### config.mk
export PLATFORM = sky130hd
export DESIGN_NAME = trng_out_packer
export DESIGN_NICKNAME = d
export VERILOG_FILES = /design/src/rtl/trng_out_packer.sv
export SDC_FILE = /design/constraint.sdc
export NUM_CORES = 1
export LEC_CHECK = 0
export BUFFER_PORTS_ARGS = -buffer_cell sky130_fd_sc_hd__buf_2
export CAP_MARGIN = 40
export CORE_MARGIN = 2
export CORE_UTILIZATION = 40
export DETAILED_ROUTE_END_ITERATION = 8
export PLACE_DENSITY = 0.61
export SYNTH_ARGS = -nofsm -noshare
export SYNTH_HDL_FRONTEND = slang
export SYNTH_SLANG_ARGS = --single-unit
### constraint.sdc
create_clock -name clk -period 3.2 [get_ports clk]
set_input_delay 0.32 -clock clk [delete_from_list [all_inputs] [get_ports clk]]
set_output_delay 0.32 -clock clk [all_outputs]
set_load 0.02 [all_outputs]
### src/rtl/trng_out_packer.sv
// TRNG output stage: drops a warm-up run of bits after each RUN entry, packs the
// serial stream MSB-first into words and queues them in a small FIFO with overflow accounting.
module trng_out_packer #(
    parameter int WORD_W       = 32,
    parameter int FIFO_DEPTH   = 4,
    parameter int DISCARD_BITS = 64
) (
    input  logic                             clk,
    input  logic                             rst_n,
    input  logic                             output_en,
    input  logic                             rnd_bit,
    output logic [WORD_W-1:0]                out_data,
    output logic                             out_valid,
    input  logic                             out_ready,
    output logic [$clog2(FIFO_DEPTH+1)-1:0]  fifo_level,
    output logic                             overflow,
    output logic [15:0]                      drop_cnt,
    input  logic                             clr_overflow
);

    localparam int AW = $clog2(FIFO_DEPTH);
    localparam int LW = $clog2(FIFO_DEPTH + 1);
    localparam int BW = $clog2(WORD_W);
    localparam int DW = (DISCARD_BITS > 1) ? $clog2(DISCARD_BITS) : 1;

    localparam logic [BW-1:0] BIT_LAST  = BW'(WORD_W - 1);
    localparam logic [DW-1:0] DISC_LAST = DW'((DISCARD_BITS > 0) ? DISCARD_BITS - 1 : 0);
    localparam logic [LW-1:0] LVL_FULL  = LW'(FIFO_DEPTH);

    typedef enum logic [1:0] {
        IDLE   = 2'd0,
        WARMUP = 2'd1,
        PACK   = 2'd2
    } state_t;

    state_t              state_q, state_d;
    logic [DW-1:0]       disc_cnt_q, disc_cnt_d;
    logic [BW-1:0]       bit_cnt_q, bit_cnt_d;
    logic [WORD_W-1:0]   sh_q, sh_d;
    logic                push_req;
    logic [WORD_W-1:0]   push_word;

    logic [WORD_W-1:0]   mem_q [FIFO_DEPTH];
    logic [AW-1:0]       wr_ptr_q, wr_ptr_d;
    logic [AW-1:0]       rd_ptr_q, rd_ptr_d;
    logic [LW-1:0]       level_q, level_d;
    logic                overflow_q, overflow_d;
    logic [15:0]         drop_cnt_q, drop_cnt_d;

    logic                full;
    logic                pop;
    logic                push_ok;
    logic                drop;

    // ------------------------------------------------------------------
    // Warm-up / packing sequencer
    // ------------------------------------------------------------------
    // NOTE: combinational blocks use blocking '=' with every output defaulted
    // first so no path leaves a signal unassigned and infers a latch.
    always_comb begin
        state_d    = state_q;
        disc_cnt_d = disc_cnt_q;
        bit_cnt_d  = bit_cnt_q;
        sh_d       = sh_q;
        push_req   = 1'b0;
        push_word  = {sh_q[WORD_W-2:0], rnd_bit};

        case (state_q)
            IDLE: begin
                // The entry edge only arms the sequencer; its bit is never used.
                if (output_en) begin
                    disc_cnt_d = '0;
                    bit_cnt_d  = '0;
                    sh_d       = '0;
                    state_d    = (DISCARD_BITS == 0) ? PACK : WARMUP;
                end
            end
            WARMUP: begin
                if (!output_en) begin
                    state_d    = IDLE;
                    disc_cnt_d = '0;
                end else if (disc_cnt_q == DISC_LAST) begin
                    state_d    = PACK;
                    disc_cnt_d = '0;
                end else begin
                    disc_cnt_d = disc_cnt_q + DW'(1);
                end
            end
            PACK: begin
                if (!output_en) begin
                    state_d   = IDLE;
                    bit_cnt_d = '0;
                    sh_d      = '0;
                end else begin
                    sh_d = push_word;
                    if (bit_cnt_q == BIT_LAST) begin
                        push_req  = 1'b1;
                        bit_cnt_d = '0;
                    end else begin
                        bit_cnt_d = bit_cnt_q + BW'(1);
                    end
                end
            end
            default: begin
                state_d = IDLE;
            end
        endcase
    end

    // NOTE: sequential state uses non-blocking '<=' so every register samples
    // pre-edge values regardless of process evaluation order.
    always_ff @(posedge clk or negedge rst_n) begin
        if (!rst_n) begin
            state_q    <= IDLE;
            disc_cnt_q <= '0;
            bit_cnt_q  <= '0;
            sh_q       <= '0;
        end else begin
            state_q    <= state_d;
            disc_cnt_q <= disc_cnt_d;
            bit_cnt_q  <= bit_cnt_d;
            sh_q       <= sh_d;
        end
    end

    // ------------------------------------------------------------------
    // Output FIFO and overflow accounting
    // ------------------------------------------------------------------
    assign full    = (level_q == LVL_FULL);
    assign pop     = out_valid & out_ready;
    assign push_ok = push_req & (~full | pop);
    assign drop    = push_req & full & ~pop;

    always_comb begin
        wr_ptr_d   = wr_ptr_q;
        rd_ptr_d   = rd_ptr_q;
        level_d    = level_q;
        overflow_d = overflow_q;
        drop_cnt_d = drop_cnt_q;

        if (push_ok) begin
            wr_ptr_d = wr_ptr_q + AW'(1);
        end
        if (pop) begin
            rd_ptr_d = rd_ptr_q + AW'(1);
        end
        case ({push_ok, pop})
            2'b10:   level_d = level_q + LW'(1);
            2'b01:   level_d = level_q - LW'(1);
            default: level_d = level_q;
        endcase

        // A drop on the same edge as a clear wins and restarts the count at one.
        if (drop) begin
            overflow_d = 1'b1;
            if (clr_overflow) begin
                drop_cnt_d = 16'd1;
            end else if (drop_cnt_q != 16'hFFFF) begin
                drop_cnt_d = drop_cnt_q + 16'd1;
            end
        end else if (clr_overflow) begin
            overflow_d = 1'b0;
            drop_cnt_d = '0;
        end
    end

    always_ff @(posedge clk or negedge rst_n) begin
        if (!rst_n) begin
            wr_ptr_q   <= '0;
            rd_ptr_q   <= '0;
            level_q    <= '0;
            overflow_q <= 1'b0;
            drop_cnt_q <= '0;
        end else begin
            wr_ptr_q   <= wr_ptr_d;
            rd_ptr_q   <= rd_ptr_d;
            level_q    <= level_d;
            overflow_q <= overflow_d;
            drop_cnt_q <= drop_cnt_d;
        end
    end

    // NOTE: storage is deliberately left unreset; out_data is masked while the
    // FIFO is empty, so stale entries are never observable.
    always_ff @(posedge clk) begin
        if (push_ok) begin
            mem_q[wr_ptr_q] <= push_word;
        end
    end

    assign out_valid  = (level_q != '0);
    assign out_data   = out_valid ? mem_q[rd_ptr_q] : '0;
    assign fifo_level = level_q;
    assign overflow   = overflow_q;
    assign drop_cnt   = drop_cnt_q;

endmodule
==> Word level (Yosys, flattened, before mapping) <==
Memories as Yosys holds them, arrays and structs flattened.
Index checks and enable logic that the tools add are counted.
{ "classes": {"n_bitwise": 7, "mux": 29, "addsub": 7, "n_eq_ne": 11, "n_reduce_logical": 11} }
{ "op_table": {"columns": ["op", "count"], "rows": [
  ["$mux W16", 4],
  ["$mux W31", 2],
  ["$pmux W31 S2", 1],
  ["$mux W32", 1],
  ["$mux W6", 3],
  ["$add A16 B1 Y16 const B", 1],
  ["$ne A16 B16 Y1 const B", 1],
  ["$mux W5", 3],
  ["$pmux W6 S2", 1],
  ["$pmux W5 S2", 1],
  ["$reduce_bool A2 Y1", 5],
  ["$mux W2", 4],
  ["$mux W1", 7],
  ["$add A6 B1 Y6 const B", 1],
  ["$eq A6 B6 Y1 const B", 1],
  ["$pmux W2 S3", 1],
  ["$pmux W3 S2", 1],
  ["$reduce_and A2 Y1", 3],
  ["$add A5 B1 Y5 const B", 1],
  ["$eq A5 B5 Y1 const B", 1],
  ["$add A2 B1 Y2 const B", 2],
  ["$and A1 B1 Y1", 4],
  ["$eq A2 B1 Y1 const B", 2],
  ["$eq A2 B2 Y1 const B", 2],
  ["10 further kinds", 12]
]} }
{ "totals": {"memories": 1, "mem_bits_rw": 128, "inputBits": 6, "wordCells": 75, "out_inout_bits": 53, "regBits": 68} }
{ "memory_table": {"columns": ["memory", "words", "width", "read_ports", "rd_ports_with_merged_regs", "write_ports", "line_no", "text"], "rows": [
  ["mem_q", 4, 32, 1, 0, 1, "43", "logic [WORD_W-1:0] mem_q [FIFO_DEPTH];"]
]} }

==> Depth between registers and ports, before layout <==
Gate-level depths: netlist of run 1.
{ "depth": {"word_depth": 8, "mapped_depth": 10, "ltp_nobuf": 9} }

==> Least setup slack after synthesis of run 1 <==
OpenSTA, ideal clock, no wires.
{ "synth_path": {"path_type": "register to register", "startpoint": "register bit_cnt_q[0]", "endpoint": "register level_q[2], in the netlist fifo_level[2]", "period_less_slack_ns": 2.764, "path_stages_with_launch": 11, "setup_time_ns": 0.120, "required_ns": 3.080, "arrival_time_ns": 2.644, "path_buffers": 1, "slack_ns": 0.436, "path_cell_list": "dfrtp_1 ha_1 and3_1 ha_1 nand4b_1 clkbuf_1 nand3_1 fa_1 or3_1 a31oi_1 nand2_1"} }
{ "synth_between": {"elab_chain_len": 7, "elab_cells_between_ends": 9, "classes_between": "3 x eq/ne; 4 x mux; 1 x bitwise; 1 x reduce/logical"} }
{ "synth_lines": {"columns": ["item", "line_no", "text"], "rows": [
  ["from (decl)", "38", "logic [BW-1:0] bit_cnt_q, bit_cnt_d;"],
  ["from (signal assigned)", "121", "bit_cnt_q <= bit_cnt_d;"],
  ["$eq A5 B5 Y1 *", "96", "if (bit_cnt_q == BIT_LAST) begin"],
  ["$mux W1 *", "96", null],
  ["$mux W1 *", "90", "if (!output_en) begin"],
  ["$mux W1 *", "68", "case (state_q)"],
  ["$and A1 B1 Y1 *", "131", "assign push_ok = push_req & (~full | pop);"],
  ["$eq A2 B1 Y1 / $eq A2 B2 Y1 (equally long branches)", "147", "case ({push_ok, pop})"],
  ["$pmux W3 S2 / $reduce_bool A2 Y1 (equally long branches)", null, null],
  ["to (signal assigned)", "177", "level_q <= level_d;"],
  ["to (decl)", "46", "logic [LW-1:0] level_q, level_d;"]
]} }
Every way passes the cells marked *; elsewhere a longest branch is shown, timed or not.
A chain may end at the register's enable or synchronous reset.

==> Final worst setup path of run 1 <==
{ "layout_path": {"startpoint": "register bit_cnt_q[0]", "endpoint": "register drop_cnt_q[10], in the netlist drop_cnt[10]"} }
{ "layout_between": {"elab_chain_len": 8, "elab_cells_between_ends": 9, "classes_between": "1 x eq/ne; 4 x mux; 2 x bitwise; 2 x reduce/logical"} }
{ "layout_lines": {"columns": ["item", "line_no", "text"], "rows": [
  ["$eq A5 B5 Y1 *", "96", null],
  ["$mux W1 *", "96", null],
  ["$mux W1 *", "90", null],
  ["$mux W1 *", "68", null],
  ["$and A1 B1 Y1 * (2 in a row)", "132", "assign drop = push_req & full & ~pop;"],
  ["$reduce_bool A2 Y1 (no source line)", null, null],
  ["$reduce_and A2 Y1 (no source line)", null, null],
  ["to (signal assigned)", "179", "drop_cnt_q <= drop_cnt_d;"],
  ["to (decl)", "48", "logic [15:0] drop_cnt_q, drop_cnt_d;"]
]} }
Marked as above.

==> results of run 1 <==
per-stage QoR:
| step | cells | setup WS [ns] |
|---|---|---|
| 3_5_place_dp | 806 | 0.602 |
| 6_report | 839 | 0.585 |
| 5_1_grt | 839 | 0.378 |
| 4_1_cts | 839 | 0.589 |
| 2_1_floorplan | 499 | 0.436 |
| 3_3_place_gp | 805 | 0.720 |
area by class of cell:
class	instances	area, um^2	share of cell area
Sequential cell	196	5550	0.599
Multi-Input combinational cell	260	2300	0.249
Clock buffer	18	429	0.0464
Timing Repair Buffer	72	427	0.0461
Tap cell	265	332	0.0358
Clock inverter	14	168	0.0181
Inverter	14	52.6	0.00568
power groups by stage:
stage          combinational [uW]  clock [uW]  sequential (uW)
2_1_floorplan                 596           0             2810
3_3_place_gp                  816           0             2860
3_5_place_dp                  834           0             2870
4_1_cts                       838        2160             2820
5_1_grt                       891        2260             2830
6_report                      796        2110             2810
sequential cells by signal (all words and copies together), names as in the netlist:
signal / flops
disc_cnt_q: 6
sh_q: 31
bit_cnt_q: 5
overflow: 1
rd_ptr_q: 2
state_q: 2
wr_ptr_q: 2
fifo_level: 3
drop_cnt: 16
mem_q: 128
critical path, cell delays in order, from the launching register on:
cell and delay (ns):
dfrtp_1 0.39, ha_1 0.20, and3_1 0.16, ha_1 0.28, nand4b_1 0.16, buf_4 0.21
or4_4 0.56, or3_1 0.37, a31oi_1 0.19
cells by family after synthesis:
logic type,count (synthesis)
AND/OR/NAND/NOR,130
AO/OA/AOI/OAI,75
flip-flops,196
XOR/XNOR,11
adder cells (fa/ha/maj),9
buffers and inverters,43
multiplexers,35
per-layer routing:
layer	up-vias	routed length, um	GRT usage
met1	2322	6780	0.201
met4	0	107	0.0363
met5	-	0	0
li1	2085	-	-
met3	9	716	0.0420
met2	102	7570	0.250
worst max-delay path by stage:
stage	startpoint	to	slack, ns	cells after the start
finish	bit_cnt_q[0]	drop_cnt[10]	0.59	8
global route	bit_cnt_q[0]	drop_cnt[12]	0.38	8
CTS	bit_cnt_q[0]	drop_cnt[10]	0.59	8
detailed placement	bit_cnt_q[0]	drop_cnt[10]	0.60	8
global placement	bit_cnt_q[0]	drop_cnt[13]	0.72	8
floorplan	bit_cnt_q[0]	fifo_level[2]	0.44	10
synthesized netlist by cell type (2+ instances only):
master     number  share of area
a21oi_1         5         0.0031
a22o_1         33          0.036
a31oi_1         7         0.0055
and2_1         34          0.027
and3_1          6         0.0047
and3b_1         2         0.0022
and4b_1         4         0.0050
buf_1           4         0.0019
buf_6           2         0.0028
clkbuf_1       23          0.011
dfrtp_1        68           0.21
edfxtp_1      128           0.48
ha_1            8          0.012
inv_1          14         0.0066
mux2_2          2         0.0028
mux4_2         32          0.090
nand2_1        17         0.0080
nand3_1        15         0.0094
nand4_1         6         0.0047
nand4b_1        2         0.0022
nor2_1         16         0.0075
nor3_1          8         0.0050
nor4_1          6         0.0047
o2111ai_1       2         0.0022
o211ai_1        2         0.0019
o21ai_0        10         0.0062
o21bai_1        2         0.0019
o311ai_0        2         0.0022
or3_1           5         0.0039
xnor2_1        10          0.011
==> run_results.csv, run 1 <==
group,metric,value,unit
status,status,"completed",
clock_tree,clock_path_buffers,2,
clock_tree,cts_buffers,17,
setup_path,r2r-start,"bit_cnt_q[0]",
timing,setup_viol,0,
floorplan,die_y,146,um
timing,fin_skew,0.0105,ns
floorplan,dieArea,21200,um^2
logic_synthesis,synth-simple-area-share,0.0939,
power,p_switching,1570,uW
job,maxCapViolCount,0,
cells_and_area,diodes,0,
floorplan,initial_core_util,0.410,
power,pwr_density_cell,618,nW/um^2
route,drt_iter0_markers,232,
power,internal_power,4150,uW
cells_and_area,layout_common_cells,"128 x edfxtp_1, 67 x dfrtp_1, 58 x buf_2, 34 x and2_1, 33 x a22o_1",
logic_synthesis,synth-seq-cells,196,
route,firstDrtPassIters,5,
min_path,min_delay_worst_endpoint,"mem_q[2][0]",
logic_synthesis,synth_top_family_by_area,"simple AND/OR/NAND/NOR gates",
placed_design,dp_hpwl,9070,um
timing,period_needed,2.61,ns
placed_design,portBuffers,58,
clock_tree,root_buffer,"clkbuf_16",
clock_tree,cts_htree_levels,4,
floorplan,die_w,146,um
setup_path,cp_max_fo,12,
power,power_frac_clock,0.369,
route,wire_per_inst,18.1,um
power,ir_drop,0.522,mV
logic_synthesis,syn-instance-count,499,
timing,rsz0062_at_grt,"false",
route,dr_total_vias,4518,
power,combPwrFrac,0.139,
logic_synthesis,synth_seq_area_share,0.691,
global_route,grt_max_degree,36,
timing,fin_crit_sh,0.817,
logic_synthesis,avgSynthCellArea,16.1,um^2
global_route,grt_use_total,0.151,
setup_path,reg2reg_depth,8,
floorplan,core-area,19600,um^2
placed_design,gp_congestion,0.802,
route,vias_per_cell,5.38,
clock_tree,clk_pin_slew,0.07,ns
min_path,hold_class,"in2reg",
logic_synthesis,synth_compound_area_frac,0.0721,
setup_path,arrival,2.95,ns
logic_synthesis,async_reset_ff_frac,0.347,
logic_synthesis,muxShareOfSynthArea,0.0939,
setup_path,worstSetupEndpointType,"flop",
cells_and_area,fin_util,0.473,
min_path,hold_depth,1,
logic_synthesis,syn_nets,514,
global_route,grt.overflow.total,0,
timing,setup_tns,0,ns
clock_tree,cts_hold_buf,1,
setup_path,reg2reg_to,"drop_cnt[10]",
cells_and_area,drive_gt1_frac,0.249,
setup_path,cp.required,3.54,ns
clock_tree,ctsResizeCount,0,
route,drc,0,
global_route,grt_pass1_wl,25100,um
logic_synthesis,synth_warnings,0,
placed_design,placed_cell_area,8650,um^2
power,total_power,5720,uW
logic_synthesis,synth-xor-area-share,0.0120,
cells_and_area,fin_nets,576,
setup_path,start_kind,"flop",
timing,holdWs,0.127,ns
logic_synthesis,synth.cell_area,8020,um^2
cells_and_area,postLayoutCellArea,9260,um^2
logic_synthesis,synth_ff_type,"edfxtp_1",
clock_tree,cts_tree,"built",
setup_path,r2r_slack,0.59,ns
logic_synthesis,synth_enable_flop_cells,128,
clock_tree,clock_latency,0.43,ns
logic_synthesis,ys_types,54,
clock_tree,post_cts_buffers,0,
power,seq_power_share,0.492,
cells_and_area,layout_commonest_cell,"edfxtp_1",
cells_and_area,fillCellCount,1712,
global_route,antenna_found_initial,0,
floorplan,ioPinCount,59,
logic_synthesis,synthAdderAreaFrac,0.0150,
route,antenna_left,0,
cells_and_area,area_growth,15.4,%
floorplan,row_count,51,
timing,finalMaxSlewViolations,0,
global_route,grt_pass1_vias,4659,
timing,slew_headroom,0.483,
power,p_leak,0.00387,uW
setup_path,path_class,"reg2reg",
route,finalWirelength,15200,um
power,p_sw_frac,0.274,
clock_tree,clkSinkCount,196,
timing,hold_viol,0,
timing,tightestPinTransition,0.776,ns
timing,fmax,382,MHz
min_path,hold_start,"rnd_bit",
No activity file was read; power rests on OpenSTA's default activity.
==> run 2, diff against run 1 <==
--- a/config.mk
+++ b/config.mk
@@ -5,6 +5,7 @@
 export SDC_FILE = /design/constraint.sdc
 export NUM_CORES = 1
 export LEC_CHECK = 0
+export ABC_AREA = 1
 export BUFFER_PORTS_ARGS = -buffer_cell sky130_fd_sc_hd__buf_2
 export CAP_MARGIN = 40
 export CORE_MARGIN = 2
==> constraint.sdc (replaced) <==
create_clock -name clk -period 2.6 [get_ports clk]
set_input_delay 0.26 -clock clk [delete_from_list [all_inputs] [get_ports clk]]
set_output_delay 0.26 -clock clk [all_outputs]
set_load 0.02 [all_outputs]
==> run 2 against run 1 <==
Compared with the run above:
- critical path type is now reg2out
- setup slack worse by 0.33 ns
- total power is 4.8% higher
- hold slack worse by 0.057 ns
- sequential share of layout area is 1.6 points lower
- final area is 2.8% higher
- first-iteration DRC count is 18% higher
- via count is 20% higher
- largest cell class unchanged
- non-clock buffer count is 3 higher
- critical path depth is 2 lower
- synthesized cell count is 53% higher
- highest routed layer unchanged
- clock-buffer cell count is 1 lower
- largest power group unchanged
- die area is 2.0% higher
==> run_results.csv, run 2 <==
group,metric,value,unit
cells_and_area,postLayoutCellArea,9520,um^2
power,ir_drop,0.469,mV
route,wl_met1,7750,um
placed_design,gp_congestion,0.841,
timing,fin_skew,0.0131,ns
logic_synthesis,yosysMostFrequentCell,"nor2_1",
floorplan,die_w,147,um
placed_design,portBuffers,58,
logic_synthesis,yosysTopAreaCell,"edfxtp_1",
clock_tree,clk_pin_slew,0.08,ns
setup_path,cp.required,2.34,ns
job,maxCapViolCount,0,
status,status,"completed",
power,p_leak,0.00388,uW
timing,rsz0062_at_grt,"false",
floorplan,row_count,52,
clock_tree,clock_latency,0.44,ns
logic_synthesis,yosys-top-cells-area,"edfxtp_1 47%, dfrtp_1 21%, nor2_1 7.6%",
floorplan,core-area,20200,um^2
timing,hold_viol,0,
cells_and_area,top_register,"mem_q",
setup_path,worstSetupEndpointType,"primary output",
route,drt_iter0_markers,274,
floorplan,ioPinCount,59,
timing,setup_tns,0,ns
cells_and_area,fin_nets,838,
logic_synthesis,syn_nets,776,
route,drc,0,
cells_and_area,drive_gt1_frac,0.142,
route,routed-wl-met2,7780,um
global_route,grt.overflow.total,0,
setup_path,r2r_slack,0.29,ns
timing,fin_crit_sh,0.903,
setup_path,start_kind,"flop",
logic_synthesis,synth_warnings,0,
cells_and_area,area_growth,16.2,%
setup_path,arrival,2.09,ns
floorplan,dieArea,21600,um^2
cells_and_area,fillCellCount,1886,
route,wire_per_inst,14.8,um
floorplan,initial_core_util,0.406,
timing,slew_headroom,0.561,
setup_path,cp_max_fo,32,
cells_and_area,layout_commonest_cell,"nor2_1",
floorplan,die_y,147,um
global_route,grt_use_total,0.157,
logic_synthesis,synth_enable_flop_cells,128,
logic_synthesis,ys_types,31,
timing,setup_viol,0,
cells_and_area,diodes,0,
global_route,grt_pass1_wl,26800,um
route,vias_per_cell,4.89,
logic_synthesis,synth-seq-cells,196,
clock_tree,post_cts_buffers,0,
clock_tree,clock_path_buffers,2,
route,top_layer,"met4",
clock_tree,cts_hold_buf,1,
route,antenna_left,0,
logic_synthesis,synthTopCellsByCount,"165 x nor2_1, 128 x edfxtp_1, 85 x nand2_1",
timing,finalMaxSlewViolations,0,
placed_design,dp.cells,1073,
global_route,antenna_found_initial,0,
clock_tree,root_buffer,"clkbuf_16",
route,firstDrtPassIters,6,
cells_and_area,layout_common_cells,"161 x nor2_1, 128 x edfxtp_1, 85 x nand2_1, 69 x inv_1, 69 x o21ai_0",
placed_design,dp_hpwl,10000,um
timing,tightestPinTransition,0.659,ns
timing,period_needed,2.35,ns
min_path,hold_class,"in2reg",
timing,fmax,426,MHz
route,wl_met3,651,um
route,finalWirelength,16400,um
logic_synthesis,synth_ff_type,"edfxtp_1",
logic_synthesis,synth_top_area_frac,0.469,
setup_path,path_class,"reg2out",
logic_synthesis,synth_seq_area_share,0.677,
clock_tree,cts_htree_levels,4,
logic_synthesis,avgSynthCellArea,10.8,um^2
route,dr_total_vias,5404,
global_route,grt_pass1_vias,5169,
clock_tree,cts_tree,"built",
logic_synthesis,synth.cell_area,8190,um^2
clock_tree,cts_buffers,17,
power,pwr_density_cell,630,nW/um^2
logic_synthesis,async_reset_ff_frac,0.347,
logic_synthesis,syn-instance-count,761,
global_route,grt_max_degree,66,
timing,holdWs,0.0697,ns
placed_design,placed_cell_area,8910,um^2
cells_and_area,instances_no_fill,1106,
clock_tree,ctsResizeCount,0,
clock_tree,clkSinkCount,196,
cells_and_area,fin_util,0.472,
cells_and_area,largest_reg_flops,128,
## run 2: cell types whose count changed in the layout (fill, tap and decap cells not counted), sizes merged, moves of 7 or more
cell	delta
nor2	+152
nand2	+68
o21ai	+64
inv	+61
and2	-34
a21oi	+32
a22o	-32
mux4	-32
o22ai	+30
a31oi	-7
nand3	+7
xor2	+7
## run 2: worst paths after layout
kind / start / endpoint / cells past startpoint
min in group asynchronous: rst_n / drop_cnt[10] / 2
max in group asynchronous: rst_n / rd_ptr_q[0] / 3
min reg2reg: bit_cnt_q[0] / bit_cnt_q[0] / 1
max reg2reg: bit_cnt_q[0] / mem_q[3][14] / 9
max: fifo_level[1] / out_data[23] / 6
min: rnd_bit / mem_q[3][0] / 1
## run 2: critical path, stage by stage (launching register included)
cell	delay, ns
dfrtp_1	0.42
nor2_1	0.22
nand2_1	0.17
inv_1	0.08
buf_4	0.38
a21oi_1	0.18
buf_2	0.20
## run 2: cell families after synthesis
group	share of synthesized area
AOI/OAI and AO/OA	0.0996
xor gates and xnor gates	0.0128
buffers and inverters	0.0483
and+or+nand+nor	0.147
DFF	0.677
adders and majority gates	0.0147
## run 2: cell type report
type	count	area, um^2	area share
inverters	70	263	0.0276
well taps	270	338	0.0355
multi-input cells	463	2280	0.239
repair buffers	75	495	0.0521
flip-flops and latches	196	5550	0.583
clock buffers	17	425	0.0447
clock inverters	15	169	0.0178
## run 2: power by group
| part | internal, uW | switching [uW] |
|---|---|---|
| clock network | 1300 | 1280 |
| registers | 3300 | 8.13 |
| logic | 28.7 | 75.3 |
| total | 4630 | 1370 |
## run 2: per-stage QoR
stage	setup WS, ns	total power, uW
CTS	0.241	6050
detailed placement	0.288	3480
global route	0.0477	6180
floorplan	-0.474	3430
global placement	0.317	3480
finish	0.251	6000
## run 2: metal layers
layer,vias to the layer above,GRT usage
li1,2721,-
met1,2568,0.214
met5,-,0
met3,14,0.0342
met4,0,0.0438
met2,101,0.257
==> run 3, diff against run 2 <==
--- a/config.mk
+++ b/config.mk
@@ -5,7 +5,6 @@
 export SDC_FILE = /design/constraint.sdc
 export NUM_CORES = 1
 export LEC_CHECK = 0
-export ABC_AREA = 1
 export BUFFER_PORTS_ARGS = -buffer_cell sky130_fd_sc_hd__buf_2
 export CAP_MARGIN = 40
 export CORE_MARGIN = 2
==> run 3 against run 2 <==
Compared with the run above:
- clock power fell by 2%
- largest cell class unchanged
- clock-buffer cell count grew 2
- setup slack lost 0.13 ns
- register-to-register slack lost 0.17 ns
- wire length fell by 6.1%
- combinational power increased to 10 times the previous value
- global-route usage down 0.43 points
==> run_results.csv, run 3 (synthesis results as in run 1) <==
group,metric,value,unit
route,antenna_left,0,
timing,fin_skew,0.0143,ns
job,maxCapViolCount,0,
clock_tree,clkSinkCount,196,
cells_and_area,drive_gt1_frac,0.272,
cells_and_area,layout_commonest_cell,"edfxtp_1",
global_route,antenna_found_initial,0,
timing,fmax,404,MHz
timing,slew_headroom,0.520,
cells_and_area,postLayoutCellArea,9420,um^2
timing,period_needed,2.48,ns
route,drc,0,
power,ir_drop,0.479,mV
cells_and_area,top_register,"mem_q",
route,dr_total_vias,4638,
cells_and_area,multiInputGateArea,2320,um^2
status,status,"completed",
route,wire_per_inst,18.0,um
setup_path,start_kind,"flop",
placed_design,gp_congestion,0.820,
cells_and_area,final-seq-area,5550,um^2
cells_and_area,fillCellCount,1678,
setup_path,cpPeakStageDelay,0.43,ns
floorplan,core-area,19600,um^2
placed_design,dp_hpwl,9300,um
cells_and_area,layout_common_cells,"128 x edfxtp_1, 67 x dfrtp_1, 58 x buf_2, 34 x and2_1, 33 x a22o_1",
route,drt_iter0_markers,286,
timing,setup_viol,0,
setup_path,cp.required,2.92,ns
clock_tree,root_buffer,"clkbuf_16",
clock_tree,clk_pin_slew,0.07,ns
cells_and_area,largest_reg_flops,128,
setup_path,path_class,"reg2reg",
route,firstDrtPassIters,5,
global_route,grt_use_total,0.153,
setup_path,crit_path_cell_trace,"ha_2 -> and3_1 -> ha_2 -> nand4b_1 -> nand3_2 -> fa_2 -> or3_4 -> a31oi_1 -> nand2_1",
clock_tree,cts_buffers,17,
cells_and_area,fin_util,0.481,
route,wl_met1,6730,um
route,routed-wl-met2,7670,um
floorplan,initial_core_util,0.410,
setup_path,arrival,2.79,ns
timing,hold_viol,0,
placed_design,portBuffers,58,
clock_tree,clock_path_buffers,2,
route,top_layer,"met4",
route,finalWirelength,15400,um
clock_tree,cts_tree,"built",
power,p_leak,0.00394,uW
route,wl_met3,773,um
placed_design,placed_cell_area,8790,um^2
floorplan,die_w,146,um
cells_and_area,fin_nets,590,
cells_and_area,diodes,0,
route,vias_per_cell,5.44,
global_route,grt_pass1_wl,25400,um
setup_path,crit_top_cell,"ha_2",
floorplan,die_y,146,um
floorplan,row_count,51,
timing,setup_tns,0,ns
timing,tightestPinTransition,0.720,ns
setup_path,cp_max_fo,4,
timing,rsz0062_at_grt,"false",
floorplan,ioPinCount,59,
cells_and_area,area_growth,17.4,%
timing,fin_crit_sh,0.952,
floorplan,dieArea,21200,um^2
min_path,hold_class,"in2reg",
global_route,grt.overflow.total,0,
clock_tree,cts_htree_levels,4,
global_route,grt_pass1_vias,4727,
setup_path,cp_slowest_cell,"fa_2",
timing,finalMaxSlewViolations,0,
clock_tree,clock_latency,0.44,ns
global_route,grt_max_degree,36,
setup_path,worstSetupEndpointType,"flop",
power,pwr_density_cell,751,nW/um^2
==> run 3: final timing paths <==
path,start,to,slack [ns],cells after the start
max,bit_cnt_q[0],fifo_level[2],0.12,9
min,rnd_bit,mem_q[1][0],0.07,1
max reg2reg,bit_cnt_q[0],fifo_level[2],0.12,9
min reg2reg,bit_cnt_q[3],bit_cnt_q[3],0.47,1
max in group asynchronous,rst_n,drop_cnt[10],1.38,3
min in group asynchronous,rst_n,drop_cnt[5],0.42,2
==> run 3: cell type report <==
cell class | count | share of cell area
sequential | 196 | 0.589
clock buffer | 19 | 0.0460
tap | 265 | 0.0352
clock inverter | 13 | 0.0148
multi-input combinational | 260 | 0.247
timing repair buffer | 86 | 0.0627
inverter | 14 | 0.00558
==> run 3: stage by stage <==
step	std cells	setup slack (ns)	hold WS [ns]	total power [uW]
finish	853	0.124	0.0666	7070
global route	853	0.0118	0.0655	7380
CTS	849	0.0862	0.0608	7160
detailed placement	816	0.113	0.362	4620
global placement	816	0.209	0.352	4580
floorplan	499	0.0150	-0.0356	4200
==> run 3: where the power goes <==
group,leakage (uW),total (uW),internal (uW),switching (uW)
registers,0.00241,3470,3330,133
logic,0.00126,1050,445,608
clock network,0.000271,2550,1360,1190
total,0.00394,7070,5140,1930
==> run 3: critical path, delay by kind of cell (launching register included) <==
kind	cells	cell delay, ns
fa+ha+maj	3	0.80
flops	1	0.42
simple gates	5	0.96
compound gates	1	0.18
==> run 3: timing repair <==
item,4_1_cts,5_1_grt
setup endpoints to repair,0,1
resized for setup,0,4
endpoints found under the hold margin,27,0
hold buffers,1,0
buffers inserted,0,4
==> run 3: per-layer routing <==
layer / vias up / GRT usage
met5: - / 0
met1: 2380 / 0.202
met2: 146 / 0.251
li1: 2098 / -
met4: 0 / 0.0490
met3: 14 / 0.0379
